## src/rtl/seg_pkg.sv

```systemverilog
// +----------------------------------------------------------------------------+
// | Module : seg_pkg                                                           |
// | Brief  : Shared segment codes, slot FSM states, and leading-digit helper.  |
// | Rev    : 1.0                                                               |
// +----------------------------------------------------------------------------+
`default_nettype none

package seg_pkg;

    // Cathode codes {g,f,e,d,c,b,a}, active low
    localparam logic [6:0] SEG_0     = 7'h40;
    localparam logic [6:0] SEG_1     = 7'h79;
    localparam logic [6:0] SEG_2     = 7'h24;
    localparam logic [6:0] SEG_3     = 7'h30;
    localparam logic [6:0] SEG_4     = 7'h19;
    localparam logic [6:0] SEG_5     = 7'h12;
    localparam logic [6:0] SEG_6     = 7'h02;
    localparam logic [6:0] SEG_7     = 7'h78;
    localparam logic [6:0] SEG_8     = 7'h00;
    localparam logic [6:0] SEG_9     = 7'h10;
    localparam logic [6:0] SEG_MINUS = 7'h3F;
    localparam logic [6:0] SEG_BLANK = 7'h7F;
    localparam logic [6:0] SEG_ERR   = 7'h06;

    typedef enum logic {BLANK, DRIVE} slot_state_t;

    // Position of the most-significant nonzero nibble; 0 when the value is zero.
    function automatic logic [1:0] msd_pos(input logic [15:0] m);
        if (m[15:12] != 4'd0)     return 2'd3;
        else if (m[11:8] != 4'd0) return 2'd2;
        else if (m[7:4] != 4'd0)  return 2'd1;
        else                      return 2'd0;
    endfunction

endpackage

`default_nettype wire

```

## src/rtl/bcd_to_seg.sv

```systemverilog
// +----------------------------------------------------------------------------+
// | Module : bcd_to_seg                                                        |
// | Brief  : Combinational BCD nibble to active-low 7-segment code; >9 -> 'E'. |
// | Rev    : 1.0                                                               |
// +----------------------------------------------------------------------------+
`default_nettype none

module bcd_to_seg
    import seg_pkg::*;
(
    input  logic [3:0] nib_i,
    output logic [6:0] seg_o
);

    always_comb begin
        seg_o = SEG_ERR;
        case (nib_i)
            4'd0:    seg_o = SEG_0;
            4'd1:    seg_o = SEG_1;
            4'd2:    seg_o = SEG_2;
            4'd3:    seg_o = SEG_3;
            4'd4:    seg_o = SEG_4;
            4'd5:    seg_o = SEG_5;
            4'd6:    seg_o = SEG_6;
            4'd7:    seg_o = SEG_7;
            4'd8:    seg_o = SEG_8;
            4'd9:    seg_o = SEG_9;
            default: seg_o = SEG_ERR;
        endcase
    end

endmodule

`default_nettype wire

```

## src/rtl/seg_scan_2c.sv

```systemverilog
// +----------------------------------------------------------------------------+
// | Module : seg_scan_2c                                                       |
// | Brief  : 4-digit common-anode 7-seg scanner with sign and anti-ghost blank.|
// |          Define SEG_LZ_BLANK_EN to blank leading zeros.                    |
// | Rev    : 1.0                                                               |
// +----------------------------------------------------------------------------+
`default_nettype none

module seg_scan_2c
    import seg_pkg::*;
#(
    parameter int REFRESH_DIV = 100000,
    parameter int BLANK_CYC   = 16
) (
    input  logic        clk,
    input  logic        rst_n,
    input  logic [15:0] Din,
    input  logic        sign,
    input  logic        ld,
    output logic [3:0]  an,
    output logic [6:0]  seg,
    output logic        dp,
    output logic        frame
);

    localparam int CW = (REFRESH_DIV > 2) ? $clog2(REFRESH_DIV) : 1;
    typedef logic [CW-1:0] cnt_t;
    localparam cnt_t CNT_LAST       = cnt_t'(REFRESH_DIV - 1);
    localparam cnt_t CNT_BLANK_LAST = cnt_t'(BLANK_CYC - 1);

    slot_state_t state_q, state_d;
    cnt_t        cnt_q, cnt_d;
    logic [1:0]  idx_q, idx_d;
    logic [15:0] shadow_mag_q, shadow_mag_d, disp_mag_q, disp_mag_d;
    logic        shadow_sign_q, shadow_sign_d, disp_sign_q, disp_sign_d;
    logic [3:0]  an_q, an_d;
    logic [6:0]  seg_q, seg_d;
    logic        frame_q, frame_d;

    logic        slot_end, wrap;
    logic [3:0]  nib;
    logic [6:0]  nib_seg, digit_seg;

    bcd_to_seg u_dec (
        .nib_i (nib),
        .seg_o (nib_seg)
    );

    always_ff @(posedge clk or negedge rst_n) begin
        if (!rst_n) begin
            state_q       <= BLANK;
            cnt_q         <= '0;
            idx_q         <= 2'd0;
            shadow_mag_q  <= 16'd0;
            shadow_sign_q <= 1'b0;
            disp_mag_q    <= 16'd0;
            disp_sign_q   <= 1'b0;
            an_q          <= 4'hF;
            seg_q         <= SEG_BLANK;
            frame_q       <= 1'b0;
        end else begin
            state_q       <= state_d;
            cnt_q         <= cnt_d;
            idx_q         <= idx_d;
            shadow_mag_q  <= shadow_mag_d;
            shadow_sign_q <= shadow_sign_d;
            disp_mag_q    <= disp_mag_d;
            disp_sign_q   <= disp_sign_d;
            an_q          <= an_d;
            seg_q         <= seg_d;
            frame_q       <= frame_d;
        end
    end

    always_comb begin
        slot_end = (cnt_q == CNT_LAST);
        wrap     = slot_end && (idx_q == 2'd3);
        cnt_d    = slot_end ? '0 : cnt_q + 1'b1;
        idx_d    = slot_end ? idx_q + 2'd1 : idx_q;
        frame_d  = wrap;

        state_d = state_q;
        case (state_q)
            BLANK:   if (cnt_q == CNT_BLANK_LAST) state_d = DRIVE;
            DRIVE:   if (slot_end)                state_d = BLANK;
            default: state_d = BLANK;
        endcase

        shadow_mag_d  = ld ? Din  : shadow_mag_q;
        shadow_sign_d = ld ? sign : shadow_sign_q;
        // A strobe coinciding with the wrap bypasses the shadow so it shows this frame
        disp_mag_d    = disp_mag_q;
        disp_sign_d   = disp_sign_q;
        if (wrap) begin
            disp_mag_d  = ld ? Din  : shadow_mag_q;
            disp_sign_d = ld ? sign : shadow_sign_q;
        end
    end

    // Outputs are built from next-state values so the registered pins track the FSM
    always_comb begin
        nib = 4'd0;
        case (idx_d)
            2'd0: nib = disp_mag_d[3:0];
            2'd1: nib = disp_mag_d[7:4];
            2'd2: nib = disp_mag_d[11:8];
            2'd3: nib = disp_mag_d[15:12];
            default: nib = 4'd0;
        endcase
    end

`ifdef SEG_LZ_BLANK_EN
    logic [1:0] msd;
    always_comb begin
        msd       = msd_pos(disp_mag_d);
        digit_seg = SEG_BLANK;
        if (disp_sign_d && ((msd == 2'd3 && idx_d == 2'd3) ||
                            (msd != 2'd3 && idx_d == msd + 2'd1)))
            digit_seg = SEG_MINUS;
        else if (idx_d <= msd)
            digit_seg = nib_seg;
    end
`else
    always_comb begin
        digit_seg = nib_seg;
        if (disp_sign_d && idx_d == 2'd3)
            digit_seg = SEG_MINUS;
    end
`endif

    always_comb begin
        an_d  = 4'hF;
        seg_d = SEG_BLANK;
        if (state_d == DRIVE) begin
            an_d  = ~(4'b0001 << idx_d);
            seg_d = digit_seg;
        end
    end

    assign an    = an_q;
    assign seg   = seg_q;
    assign dp    = 1'b1;
    assign frame = frame_q;

endmodule

`default_nettype wire

```

## config.mk

```make
export PLATFORM = sky130hd
export DESIGN_NAME = seg_scan_2c
export DESIGN_NICKNAME = d
export VERILOG_FILES = /design/src/rtl/seg_pkg.sv /design/src/rtl/bcd_to_seg.sv /design/src/rtl/seg_scan_2c.sv
export SDC_FILE = /design/constraint.sdc
export NUM_CORES = 1
export LEC_CHECK = 0
export CAP_MARGIN = 25
export CELL_PAD_IN_SITES_DETAIL_PLACEMENT = 0
export CELL_PAD_IN_SITES_GLOBAL_PLACEMENT = 2
export CORE_AREA = 2 2 92 94
export DETAILED_ROUTE_END_ITERATION = 6
export DIE_AREA = 0 0 94 96
export GPL_TIMING_DRIVEN = 0
export PLACE_DENSITY = 0.84
export SLEW_MARGIN = 15
export SYNTH_ARGS = -nofsm -noshare
export SYNTH_HDL_FRONTEND = slang
export SYNTH_HIERARCHICAL = 1
export SYNTH_SLANG_ARGS = --single-unit
```

## constraint.sdc

```tcl
create_clock -name clk -period 3.7 [get_ports clk]
set_input_delay 0.74 -clock clk [delete_from_list [all_inputs] [get_ports clk]]
set_output_delay 0.74 -clock clk [all_outputs]
set_load 0.01 [all_outputs]
```

-- After elaboration in Yosys (flattened, before gate mapping)
Memories as Yosys holds them, arrays and structs flattened.
Cells that the tools add are included.
- word-level logic and storage cells: 38
- memory bits (read-only): 112
- memories: 1
- input port bits: 20
- RAM bits: 0
- output and inout port bits: 13
- bits in registers: 66
- latch bits: 0
- memories (memory ; depth ; width ; read ports ; clocked after Yosys merged registers in ; write ports ; line ; RTL):
    (no name shown) ; 16 ; 7 ; 1 ; 0 ; 0 ; bcd_to_seg.sv:17 ; case (nib_i)
- reductions and logical operators: 3
- equal/unequal tests: 6
- add/sub/neg operators: 2
- multiply operators: 0
- bitwise logic cells: 2
- shift operators: 1
- order comparisons: 0
- muxes and demuxes: 13
- divide/modulo/power cells: 0
- operator list (operator ; number):
    16-bit two-way mux ; 2
    17-bit by 1-bit adder with 17-bit output (second input constant) ; 1
    17-bit == test (second input constant) ; 1
    17-bit by 4-bit == test with 1-bit output (second input constant) ; 1
    17-bit two-way mux ; 1
    4-bit one-hot mux with 4 select lines ; 1
    7-bit two-way mux ; 2
    2-bit == test (second input constant) ; 3
    1-bit two-way mux ; 4
    4-bit two-way mux ; 1
    4-bit NOT ; 1
    1-bit by 2-bit << shifter with 4-bit output (first input constant) ; 1
    2-bit by 1-bit adder with 2-bit output (second input constant) ; 1
    2-bit by 1-bit == test with 1-bit output (second input constant) ; 1
    1-bit logical AND ; 2
    2-bit zero test ; 1
    2-bit two-way mux ; 1
    1-bit one-hot mux with 2 select lines ; 1
    1-bit NOT ; 1

-- Longest topological paths before layout
Gate-level depths: netlist (run 1).
An unclocked memory read counts as a cell.
- depth in word-level cells: 7
- depth in mapped cells: 13
- mapped depth without buffers: 13

-- Cells and area by module
Netlist (run 1), hierarchy kept.
- modules (own cells, without submodules) (module ; area an instance (um^2) ; cells each ; instances ; seq. area each (um^2)):
    seg_scan_2c ; 2757.6 ; 207 ; 1 ; 1665.3
    bcd_to_seg ; 186.4 ; 27 ; 1 ; 0.0

-- Least setup slack after synthesis (run 1)
OpenSTA, ideal clock, no wires.
- path kind: input -> register
- from: input port ld
- to: register seg_q[2] (netlist: seg[2])
- cell stages on the path: 10
- path slack: 0.385 ns
- arrival time: 3.231 ns
- buffers on the path: 3
- setup time: 0.084 ns
- required time: 3.616 ns
- path through: clkbuf_1 > buf_1 > mux2_2 > mux2_2 > a22o_1 > a211o_1 > buf_6 > or2_1 > a22o_1 > or2_2
- word-level cells in the longest chain between the ends: 6
- elaborated cells on any way between the ends: 9
- classes of those cells: 7 x mux; 1 x reduce/logical; 1 x memory
- ends and longest elaborated chain (item ; line ; RTL):
    from (decl) ; seg_scan_2c.sv:19 ; input logic ld,
    16-bit two-way mux ; seg_scan_2c.sv:95 ; disp_mag_d = ld ? Din : shadow_mag_q;
    16-bit two-way mux ; seg_scan_2c.sv:94 ; if (wrap) begin
    via disp_mag_d[2] ; seg_scan_2c.sv:34 ; logic [15:0] shadow_mag_q, shadow_mag_d, disp_mag_q, disp_mag_d;
    4-bit one-hot mux with 4 select lines ; seg_scan_2c.sv:103 ; case (idx_d)
    via nib[2] ; seg_scan_2c.sv:41 ; logic [3:0] nib;
    memory read 16 x 7 bit ; -- ;
    via nib_seg[2] ; seg_scan_2c.sv:42 ; logic [6:0] nib_seg, digit_seg;
    7-bit two-way mux ; seg_scan_2c.sv:126 ; if (disp_sign_d && idx_d == 2'd3)
    7-bit two-way mux ; seg_scan_2c.sv:134 ; if (state_d == DRIVE) begin
    via seg_d[2] ; seg_scan_2c.sv:37 ; logic [6:0] seg_q, seg_d;
    to (signal assigned) ; seg_scan_2c.sv:70 ; seg_q <= seg_d;
    to (decl) ; seg_scan_2c.sv:37 ;
The timed path passes the listed nets, and every way through them passes these cells.

-- Final worst setup path (run 1)
- from: register cnt_q[5]
- to: register seg_q[2] (netlist: seg[2])
- word-level cells in the longest chain between the ends: 7
- elaborated cells on any way between the ends: 18
- classes of those cells: 5 x eq/ne; 9 x mux; 3 x reduce/logical; 1 x memory
- ends and longest elaborated chain (item ; line ; RTL):
    from (decl) ; seg_scan_2c.sv:32 ; cnt_t cnt_q, cnt_d;
    from (signal assigned) ; seg_scan_2c.sv:63 ; cnt_q <= cnt_d;
    17-bit == test ; seg_scan_2c.sv:76 ; slot_end = (cnt_q == CNT_LAST);
    1-bit logical AND ; seg_scan_2c.sv:77 ; wrap = slot_end && (idx_q == 2'd3);
    16-bit two-way mux ; seg_scan_2c.sv:94 ;
    via disp_mag_d[10] ; seg_scan_2c.sv:34 ;
    4-bit one-hot mux with 4 select lines ; seg_scan_2c.sv:103 ;
    via nib[2] ; seg_scan_2c.sv:41 ;
    memory read 16 x 7 bit ; -- ;
    via nib_seg[2] ; seg_scan_2c.sv:42 ;
    7-bit two-way mux ; seg_scan_2c.sv:126 ;
    7-bit two-way mux ; seg_scan_2c.sv:134 ;
    via seg_d[2] ; seg_scan_2c.sv:37 ;
The timed path passes the listed nets, and every way through them passes these cells.

==> results.sh, run 1 <==
export IMPL_status="complete, no violations"
export IMPL_power_total_uw=1480
export IMPL_syn_cell_area_mm2=0.00294
export IMPL_die_area_mm2=0.00902
export IMPL_antenna_found_initial=0
export IMPL_clock_path_buffers=2
export IMPL_cp_data_arrival_time_ps=3790
export IMPL_cp_num_buf_inv=4
export IMPL_grt_max_degree=54
export IMPL_die_w_um=94
export IMPL_start_util_pct=36.6
export IMPL_cts_root_buffer="clkbuf_8"
export IMPL_crit_family="simple AND/OR/NAND/NOR gates"
export IMPL_clock_sinks=66
export IMPL_max_slew_margin_pct=64.2
export IMPL_synth_area_leaders="dfrtp_1 (47%), mux2_2 (12%), dfstp_2 (9.8%)"
export IMPL_ys_types=45
export IMPL_wirelength_mm=5.13
export IMPL_worstSetupPathType="register to register"
export IMPL_cts_hold_buf=0
export IMPL_crit_chain="or4_4 -> nor4_4 -> buf_4 -> buf_4 -> nand2_4 -> buf_6 -> mux2_4 -> and2_1 -> a211o_1 -> buf_6 -> or2_1 -> a22o_1 -> or2_2"
export IMPL_ys_flop_type="dfrtp_1"
export IMPL_ys_ff_latch=66
export IMPL_tightest_slew_ps=536
export IMPL_finalHoldViolations=0
export IMPL_vias_per_cell=4.63
export IMPL_syn_avg_cell_area_um2=12.6
export IMPL_drt_iter0_drc=38
export IMPL_rsz0062_at_grt="no"
export IMPL_nets=305
export IMPL_cp_slowest_stage_delay_ps=580
export IMPL_grt_pass1_wl_mm=8.75
export IMPL_synthCells=234
export IMPL_cp_start_kind="register"
export IMPL_grt_usage_pct=12.9
export IMPL_ys_async_sr_fraction_pct=100
export IMPL_cp_slowest_cell="or4_4"
export IMPL_io_buffers=30
export IMPL_place_inst=370
export IMPL_setup_ws_ps=168
export IMPL_dp_hpwl_mm=3.67
export IMPL_overflow=0
export IMPL_pin_count=33
export IMPL_seq_area_frac_synth_pct=56.6
export IMPL_cap_viol_max_count=0
export IMPL_period_share_pct=95.4
export IMPL_clk_latency_ps=340
export IMPL_dr_total_vias=1796
export IMPL_max_vdd_ir_drop_mv=0.187
export IMPL_drc=0
export IMPL_dp_slack_ps=13.6
export IMPL_yosys_area_top_type_share_pct=46.7
export IMPL_yosysWarningCount=6
export IMPL_drive_gt1_share_pct=28.6
export IMPL_p_per_area_mw_per_mm2=408
export IMPL_std_cell_rows=33
export IMPL_setup_tns_ps=0
export IMPL_path_max_fanout=10
export IMPL_p_leak_uw=0.00167
export IMPL_final_max_slew_violation_count=0
export IMPL_synth_edff_count=0
export IMPL_synth_largest_area_cell="dfrtp_1"
export IMPL_stdcell_count=388
export IMPL_wl_per_cell_um=13.2
export IMPL_firstDrtPassIters=6
export IMPL_h_tree_depth=3
export IMPL_ant_nets=0
export IMPL_cts_tree="yes"
export IMPL_setup_viol=0
export IMPL_skew_ps=14.4
export IMPL_cts_buffers_inserted=9
export IMPL_die_h_um=96
export IMPL_grt_pass1_vias=1863
export IMPL_fmax_mhz=283
export IMPL_path_clk_slew_ps=70
export IMPL_core_area_mm2=0.00805
export IMPL_required_ps=3960
export IMPL_diodes=0
export IMPL_hold_class="primary input to asynchronous set/reset pin"
export IMPL_syn_nets=261
export IMPL_finalCriticalPeriod_ps=3530
export IMPL_syn_to_final_growth_pct=23.1
export IMPL_gp_congestion=0.695
export IMPL_end_kind="register"
==> per-stage QoR <==
stage,hold slack (ps),util [%],area (um^2)
global route,240,45.0,3620
floorplan,444,-,2940
CTS,241,44.6,3590
detailed placement,479,42.2,3400
finish,255,45.0,3620
global placement,471,41.9,3380
==> worst register-to-register path, stage by stage, from the launching register on <==
cell and delay [ps]:
dfrtp_1 430, or4_4 580, nor4_4 270, buf_4 180, buf_4 150, nand2_4 110, buf_6 170, mux2_4 310
and2_1 140, a211o_1 290, buf_6 140, or2_1 240, a22o_1 180, or2_2 280
==> state kept, by name, summed over array words and instances (netlist names) <==
| register | flops |
|---|---|
| an | 4 |
| cnt_q | 17 |
| disp_mag_q | 16 |
| disp_sign_q | 1 |
| frame | 1 |
| idx_q | 2 |
| seg | 7 |
| shadow_mag_q | 16 |
| shadow_sign_q | 1 |
| state_q | 1 |
==> area by class of cell <==
cell class | count | area [um^2]
inverter | 7 | 26.3
timing repair buffer | 33 | 340
clock inverter | 6 | 66.3
multi-input combinational | 155 | 1220
fill | 740 | 4430
sequential | 66 | 1670
tap | 105 | 131
clock buffer | 10 | 128
buffer | 6 | 42.5
==> what timing repair did <==
action | CTS | global route
setup endpoints to repair | 0 | 7
setup buffers | 0 | 2
resized for setup | 0 | 2
==> synth_stat cells (all sizes together) (2+ instances only) <==
library cell	count
a211o	2
a21oi	6
a221o	2
a22o	6
and2	4
and2b	2
and3	2
buf	5
dfrtp	55
dfstp	11
ha	7
inv	7
mux2	33
mux2i	3
nand2	14
nand2b	6
nand3	6
nand4	3
nor2	17
nor4	3
o21ai	6
or2	9
xnor2	4
xor2	10
==> cells in the final DEF, fill, tap and decap left out, drive strengths merged, types with 3 or more instances in the layout <==
master	netlist	routed
xor2	10	10
or2	9	9
ha	7	7
nand3	6	6
nand4	3	3
nor4	3	3
buf	5	9
dfrtp	55	55
inv	7	8
dfstp	11	11
a21oi	6	6
mux2i	3	3
clkdlybuf4s50	0	29
xnor2	4	4
o21ai	6	6
a22o	6	6
clkbuf	1	11
mux2	33	33
clkinvlp	0	3
and2	4	4
nand2b	6	6
nand2	14	14
nor2	17	17
==> cell families after synthesis <==
| group | synth area share, % |
|---|---|
| adders and majority gates | 2.97 |
| muxes | 13.9 |
| buffers and inverters | 2.34 |
| and+or+nand+nor | 14.1 |
| DFF | 56.6 |
| xor gates and xnor gates | 4.42 |
| other | 0.127 |
| AOI/OAI and AO/OA | 5.61 |
==> path summary, 6_finish.rpt <==
| path | from | to | slack [ps] | cells after the start |
|---|---|---|---|---|
| setup / recovery | cnt_q[5] | seg[2] | 170 | 13 |
| hold / removal | rst_n | disp_mag_q[4] | 260 | 1 |
| setup reg to reg | cnt_q[5] | seg[2] | 170 | 13 |
| hold reg to reg | cnt_q[0] | cnt_q[0] | 480 | 1 |
| max in group asynchronous | rst_n | an[2] | 2880 | 2 |
| min in group clk | cnt_q[0] | cnt_q[0] | 480 | 1 |
==> power breakdown <==
part | internal, uW | total (uW) | switching [uW] | leakage, uW
Combinational | 70.0 | 125 | 54.7 | 0.000774
Sequential | 760 | 768 | 8.16 | 0.000807
Clock | 312 | 588 | 275 | 0.0000889
==> layer usage <==
metal | up-vias | wire length, um | GRT usage (%)
met5 | - | 0 | 0
met4 | 0 | 105 | 7.61
met3 | 8 | 196 | 3.37
met2 | 30 | 2230 | 19.4
met1 | 860 | 2590 | 16.9
li1 | 898 | - | -
Note: power is estimated with default switching activity, not from simulation.
==> inputs of run 2 (changes only) <==
CORE_AREA = 2 2 89 91   (was 2 2 92 94)
DIE_AREA = 0 0 91 93   (was 0 0 94 96)
PLACE_DENSITY = 0.89   (was 0.84)
clock period = 4.2 ns   (was 3.7 ns; I/O delays follow)
==> run 2 against run 1 <==
Net effect:
- count of clock-buffer cells in the layout up 1
- cell count down 1.3%
- sequential share of layout area down 0.21 points
- via count down 0.22%
- worst setup slack better by 300 ps
- core utilization up 3.4 points
- cell area up 0.45%
==> results.sh, run 2 (same netlist as run 1, synthesis figures left out) <==
export IMPL_final_max_slew_violation_count=0
export IMPL_worstReg2RegStart="cnt_q[0]"
export IMPL_wirelength_mm=5.13
export IMPL_grt_pass1_vias=1829
export IMPL_max_vdd_ir_drop_mv=0.168
export IMPL_cap_viol_max_count=0
export IMPL_dp_slack_ps=460
export IMPL_final_cell_mix="dfrtp_1 (55), mux2_2 (31), clkdlybuf4s50_1 (29)"
export IMPL_worstSetupPathType="register to register"
export IMPL_wl_per_cell_um=13.4
export IMPL_diodes=0
export IMPL_cts_tree="yes"
export IMPL_cp_start_kind="register"
export IMPL_power_switching_uw=289
export IMPL_drive_gt1_share_pct=28.1
export IMPL_period_share_pct=88.9
export IMPL_grt_max_degree=37
export IMPL_start_util_pct=39.1
export IMPL_path_max_fanout=6
export IMPL_p_int_uw=1160
export IMPL_crit_chain="ha_1 -> nand4_1 -> nor4_4 -> mux2i_1 -> inv_1 -> and2_1 -> a221o_1 -> inv_1 -> ha_1 -> nor2_1 -> nor2_1 -> or2_2"
export IMPL_drc=0
export IMPL_final_common_cell="dfrtp_1"
export IMPL_tightest_slew_ps=568
export IMPL_stdcell_count=383
export IMPL_placed_area_mm2=0.00339
export IMPL_cts_hold_buf=0
export IMPL_h_tree_depth=3
export IMPL_core_area_mm2=0.00753
export IMPL_gp_congestion=0.710
export IMPL_drt_iter0_drc=53
export IMPL_grt_usage_pct=13.7
export IMPL_std_cell_rows=32
export IMPL_path_clk_slew_ps=70
export IMPL_fill_cells=719
export IMPL_dr_total_vias=1792
export IMPL_finalHoldViolations=0
export IMPL_p_per_area_mw_per_mm2=397
export IMPL_fmax_mhz=268
export IMPL_post_cts_setup_buffers=0
export IMPL_nets=303
export IMPL_die_area_mm2=0.00846
export IMPL_cp_data_arrival_time_ps=3990
export IMPL_status="complete, no violations"
export IMPL_place_inst=367
export IMPL_skew_ps=8.84
export IMPL_crit_family="simple AND/OR/NAND/NOR gates"
export IMPL_clock_sinks=66
export IMPL_setup_tns_ps=0
export IMPL_pin_count=33
export IMPL_die_w_um=91
export IMPL_cts_resized=0
export IMPL_cts_root_buffer="clkbuf_8"
export IMPL_largest_register="cnt_q"
export IMPL_grt_pass1_wl_mm=8.96
export IMPL_pwr_share_seq_pct=46.9
export IMPL_finalCriticalPeriod_ps=3740
export IMPL_rsz0062_at_grt="no"
export IMPL_io_buffers=30
export IMPL_syn_to_final_growth_pct=23.7
export IMPL_setup_viol=0
export IMPL_startpoint="cnt_q[0]"
export IMPL_vias_per_cell=4.68
export IMPL_overflow=0
export IMPL_cp_num_buf_inv=2
export IMPL_pwr_share_comb_pct=7.5
export IMPL_die_h_um=93
export IMPL_top_regs="cnt_q x17, disp_mag_q x16, shadow_mag_q x16"
export IMPL_p_sw_share_pct=20.0
export IMPL_clock_path_buffers=2
export IMPL_cp_slowest_cell="nor4_4"
export IMPL_clockPowerShare_pct=45.6
export IMPL_max_slew_margin_pct=61.8
export IMPL_firstDrtPassIters=4
export IMPL_antenna_found_initial=0
export IMPL_end_kind="register"
export IMPL_hold_class="primary input to asynchronous set/reset pin"
export IMPL_dp_hpwl_mm=3.65
export IMPL_largest_reg_flops=17
export IMPL_postLayoutCellArea_mm2=0.00364
export IMPL_clk_latency_ps=330
export IMPL_ant_nets=0
export IMPL_p_leak_uw=0.00169
export IMPL_required_ps=4460
export IMPL_setup_ws_ps=465
export IMPL_cp_slowest_stage_delay_ps=640
export IMPL_cts_buffers_inserted=9
==> run 2: cell types whose count changed in the layout (fill, tap and decap cells not counted), moves of 2 or more <==
cell / delta
clkbuf_8: +2
buf_4: -2
clkinvlp_4: -3
bufinv_16: +2
==> run 2: final timing paths <==
path	endpoint	slack, ps	cells past startpoint
max in group asynchronous	seg[3]	3190	2
max reg2reg	seg[1]	460	12
max	seg[1]	460	12
min reg2reg	cnt_q[0]	490	1
min in group clk	cnt_q[0]	490	1
min	shadow_mag_q[14]	420	1
==> run 2: stage by stage <==
step | util (%) | power, uW | hold WS [ps]
detailed placement | 45.0 | 800 | 469
finish | 48.4 | 1440 | 425
CTS | 48.4 | 1460 | 427
global placement | 44.8 | 795 | 475
global route | 48.4 | 1500 | 443
floorplan | - | 744 | 448
==> run 2: final cells by class <==
type | instances | area [um^2] | area share, %
Buffer | 6 | 42.5 | 1.17
Inverter | 7 | 26.3 | 0.722
Timing Repair Buffer | 31 | 318 | 8.73
Sequential cell | 66 | 1670 | 45.7
Clock buffer | 11 | 151 | 4.16
Multi-Input combinational cell | 155 | 1210 | 33.2
Tap cell | 102 | 128 | 3.51
Clock inverter | 5 | 100 | 2.75
==> run 2: per-layer routing <==
metal	track usage, %	up-vias	share of wire [%]
met1	19.1	863	51
met4	7.20	0	2.1
met3	3.55	9	3.3
met5	0	-	0
met2	19.8	31	44
li1	-	889	-
==> run 2: worst register-to-register path: stages (launching register included) <==
cell and delay [ps]:
dfrtp_1 390, ha_1 230, nand4_1 280, nor4_4 650, mux2i_1 430, inv_1 220
and2_1 260, a221o_1 390, inv_1 130, ha_1 240, nor2_1 110, nor2_1 50
or2_2 290
==> run 2: power by group through the flow <==
stage | clock network, uW | logic [uW] | registers [uW]
6_report | 659 | 109 | 677
3_3_place_gp | 0 | 107 | 688
4_1_cts | 668 | 112 | 677
3_5_place_dp | 0 | 112 | 688
2_1_floorplan | 0 | 54.6 | 689
5_1_grt | 701 | 122 | 680
==> inputs of run 3 (changes only) <==
CTS_BUF_LIST = sky130_fd_sc_hd__clkbuf_8   (was default)
==> results of run 3 <==
Final layout, timing and power as in run 2 (identical DEF).
==> patch 1, RTL diff (flow settings as in run 2) <==
Set the parameter `REFRESH_DIV` to 400000 (it was 100000).
--- a/src/rtl/seg_scan_2c.sv
+++ b/src/rtl/seg_scan_2c.sv
@@ -10,5 +10,5 @@
     import seg_pkg::*;
 #(
-    parameter int REFRESH_DIV = 100000,
+    parameter int REFRESH_DIV = 400000,
     parameter int BLANK_CYC   = 16
 ) (
Check against the original RTL: same outputs for any inputs over 10 cycles, from zero or initial values and one cycle with rst_n low; that may be too few to reach the edited logic, so the function may still have changed.
==> patch 1 against run 2 <==
  * Non-clock buffer count is 9 higher
  * Routed wire length is 21% higher
  * Sequential cell count is 2 higher
  * Power is 7.5% lower
  * Cell count is 17% higher
  * Synthesized cell count is 28% higher
  * Global-route usage is 2.6 points higher
  * Setup slack better by 0.24 ns
  * Area after synthesis is 11% higher
  * Core utilization is 3.8 points higher
  * Cell area is 7.8% higher
  * Largest cell class unchanged
  * Highest routed layer unchanged
==> patch 1: results (changes against run 2) <==
stage	metric	value	unit	change
worst_setup_path	cp_slowest_cell	nor4_2		was nor4_4
finish	multi_input_gates	204		was 155
power	power_density	341	nW/um^2	was 397 nW/um^2
power	p_switching	0.273	mW	was 0.289 mW
finish	inverters	12		was 7
grt	met1_usage	22.6	%	was 19.1%
grt	grtUsageTotal	16.4	%	was 13.7%
outcome	status	complete, no violations		unchanged
placed_design	dp_slack	0.432	ns	was 0.460 ns
finish	nClkBuffers	13		was 11
drt	post_drt_via_cell_ratio	4.91		was 4.68
drt	finalWirelength	6.22	mm	was 5.13 mm
synthesis	synth-seq-area-share	52.6	%	was 56.6%
timing	slew_headroom	54.7	%	was 61.8%
worst_setup_path	cpPeakStageDelay	0.66	ns	was 0.64 ns
grt	grt_use_met2	24.8	%	was 19.8%
grt	grt_start_max_net_pins	48		was 37
power	irDropWorstVdd	176	uV	was 168 uV
finish	layout-drive-gt1-share	16.8	%	was 28.1%
finish	bufAreaShareNonClock	10.4	%	was 9.90%
finish	reg_top3	cnt_q (19), disp_mag_q (16), shadow_mag_q (16)		was cnt_q (17), disp_mag_q (16), shadow_mag_q (16)
synthesis	synth_nets	326		was 261
drt	wl_met2	2.77	mm	was 2.23 mm
drt	wl_met1	3.14	mm	was 2.62 mm
synthesis	synthTopCellsByArea	dfrtp_1 (44%), dfstp_2 (8.9%), mux2_2 (6.2%)		was dfrtp_1 (47%), mux2_2 (12%), dfstp_2 (9.8%)
synthesis	ys_ff_latch	68		was 66
synthesis	synthTopCellsByCount	dfrtp_1 (57), nand2_1 (27), nor2_1 (19)		was dfrtp_1 (55), mux2_2 (31), nor2_1 (15)
grt	grt_pass1_wl	10.9	mm	was 8.96 mm
grt	grt_pass1_vias	2199		was 1829
==> patch 1: metrics by stage <==
step / cell area (sq um) / utilization, % / hold WS (ns)
6_report: 3920 / 52.1 / 0.392
2_1_floorplan: 3260 / - / 0.446
3_5_place_dp: 3710 / 49.4 / 0.469
4_1_cts: 3920 / 52.1 / 0.389
5_1_grt: 3920 / 52.1 / 0.400
3_3_place_gp: 3690 / 49.0 / 0.464
==> patch 1: worst paths after layout <==
kind / start / end / slack [ns] / depth (start not counted)
max reg2reg: cnt_q[0] / seg[6] / 0.71 / 12
min: rst_n / frame / 0.39 / 1
max in group asynchronous: rst_n / an[0] / 3.23 / 2
min in group clk: cnt_q[0] / cnt_q[0] / 0.48 / 1
min reg2reg: cnt_q[0] / cnt_q[0] / 0.48 / 1
max: cnt_q[0] / seg[6] / 0.71 / 12
==> patch 2, RTL diff (config.mk and constraints of run 2) <==
Made on the original files. Put one more register stage on the output `seg`, with the module's reset. The value now appears one clock later. The other outputs are not delayed to match.
--- a/src/rtl/seg_scan_2c.sv
+++ b/src/rtl/seg_scan_2c.sv
@@ -139,5 +139,11 @@
 
     assign an    = an_q;
-    assign seg   = seg_q;
+    always_ff @(posedge clk or negedge rst_n) begin
+        if (!rst_n) begin
+            seg <= '0;
+        end else begin
+            seg <= seg_q;
+        end
+    end
     assign dp    = 1'b1;
     assign frame = frame_q;
Behaviour: not the same (a bounded check fails within 4 cycles, from zero or initial values and one cycle with rst_n low).
==> patch 2 against run 2 <==
  * Routed wire length grew 3.7%
  * Setup slack gained 0.014 ns
  * Sequential power grew 11%
  * Worst hold slack lost 0.034 ns
  * Cell area grew 3.5%
  * Critical path type unchanged
  * Area after synthesis grew 5.9%
  * Sequential cell count grew 7
  * Critical path depth shrank 1
  * Power shrank 3.0%
  * Non-clock buffer count is the same
==> patch 2: results (changes against run 2) <==
stage	metric	value	unit	change
synthesis	synth_flop_cell	dfrtp_1		unchanged
finish	clkCellAreaFrac	5.21	%	was 6.91%
synthesis	avgSynthCellArea	12.9	sq um	was 12.6 sq um
outcome	status	complete, no violations		unchanged
synthesis	synth_compound_area_share	5.29	%	was 5.61%
worst_setup_path	path_delay_family	simple AND/OR/NAND/NOR gates		unchanged
drt	post_drt_via_cell_ratio	4.80		was 4.68
grt	grt_start_max_net_pins	49		was 37
finish	fillerInstances	726		was 719
worst_setup_path	cpPeakStageDelay	0.59	ns	was 0.64 ns
synthesis	yosys-mux-area-fraction	13.1	%	was 13.9%
synthesis	synthTopCellsByCount	dfrtp_1 (62), mux2_2 (31), nor2_1 (15)		was dfrtp_1 (55), mux2_2 (31), nor2_1 (15)
placed_design	gp_congestion	0.735		was 0.710
placed_design	hpwl	3.81	mm	was 3.65 mm
synthesis	synthAdderAreaFrac	2.81	%	was 2.97%
finish	nClkBuffers	10		was 11
drt	drt_iter0_markers	153		was 53
power	power_density	372	nW/um^2	was 397 nW/um^2
worst_setup_path	worst-path-max-fanout	6		unchanged
power	power_leakage	1.74	nW	was 1.69 nW
placed_design	place_area	3570	sq um	was 3390 sq um
drt	finalWirelength	5.31	mm	was 5.13 mm
power	comb-power	0.111	mW	
finish	bufAreaShareNonClock	9.76	%	was 9.90%
timing	fin_worst_skew	0.0104	ns	was 0.00884 ns
finish	layout.nets	310		was 303
synthesis	ys_ff_latch	73		was 66
finish	stdcell_count	390		was 383
placed_design	dp_slack	0.464	ns	was 0.460 ns
grt	grtUsageTotal	14.1	%	was 13.7%
placed_design	dp_cells	374		was 367
grt	grt_pass1_wl	9.24	mm	was 8.96 mm
timing	slew_headroom	60.6	%	was 61.8%
worst_hold_path	hold_class	reg -> reg		was in -> async
finish	multi_input_area_share	32.1	%	was 33.2%
finish	layout-drive-gt1-share	27.1	%	was 28.1%
worst_setup_path	cp_slowest_cell	or4_4		was nor4_4
finish	ff_latch_area	1840	sq um	was 1670 sq um
power	p_clk	0.540	mW	was 0.659 mW
grt	grt_pass1_vias	1892		was 1829
power	p_sw_share	23.0	%	was 20.0%
synthesis	synth_xor_area_share	4.17	%	was 4.42%
synthesis	synth_nets	268		was 261
synthesis	synth-seq-area-share	59.0	%	was 56.6%
power	irDropWorstVdd	175	uV	was 168 uV
synthesis	synthTopCellsByArea	dfrtp_1 (50%), mux2_2 (11%), dfstp_2 (9.3%)		was dfrtp_1 (47%), mux2_2 (12%), dfstp_2 (9.8%)
patch 2: logic make-up after synthesis:
logic type,after synthesis
buffers and inverters,13
AND/OR/NAND/NOR,73
AO/OA/AOI/OAI,24
adder cells (fa/ha/maj),7
XOR/XNOR,14
flip-flops,73
multiplexers,36
other,1
patch 2: worst paths after layout:
| kind | from | endpoint | slack (ns) | cells past startpoint |
|---|---|---|---|---|
| hold / removal | seg_q[5] | seg[5] | 0.39 | 0 |
| min in group asynchronous | rst_n | shadow_mag_q[15] | 0.40 | 1 |
| max in group asynchronous | rst_n | an[0] | 3.19 | 2 |
| setup reg to reg | cnt_q[5] | seg_q[1] | 0.48 | 11 |
| setup / recovery | cnt_q[5] | seg_q[1] | 0.48 | 11 |
| hold reg to reg | seg_q[5] | seg[5] | 0.39 | 0 |
patch 2: routing by layer:
layer  GRT usage [%]  part of all wire, %  wire [um]
met5               0                    0          0
met3            3.06                  2.3        120
met2            21.6                   49       2590
met1            18.8                   47       2500
met4            7.58                  1.9        103
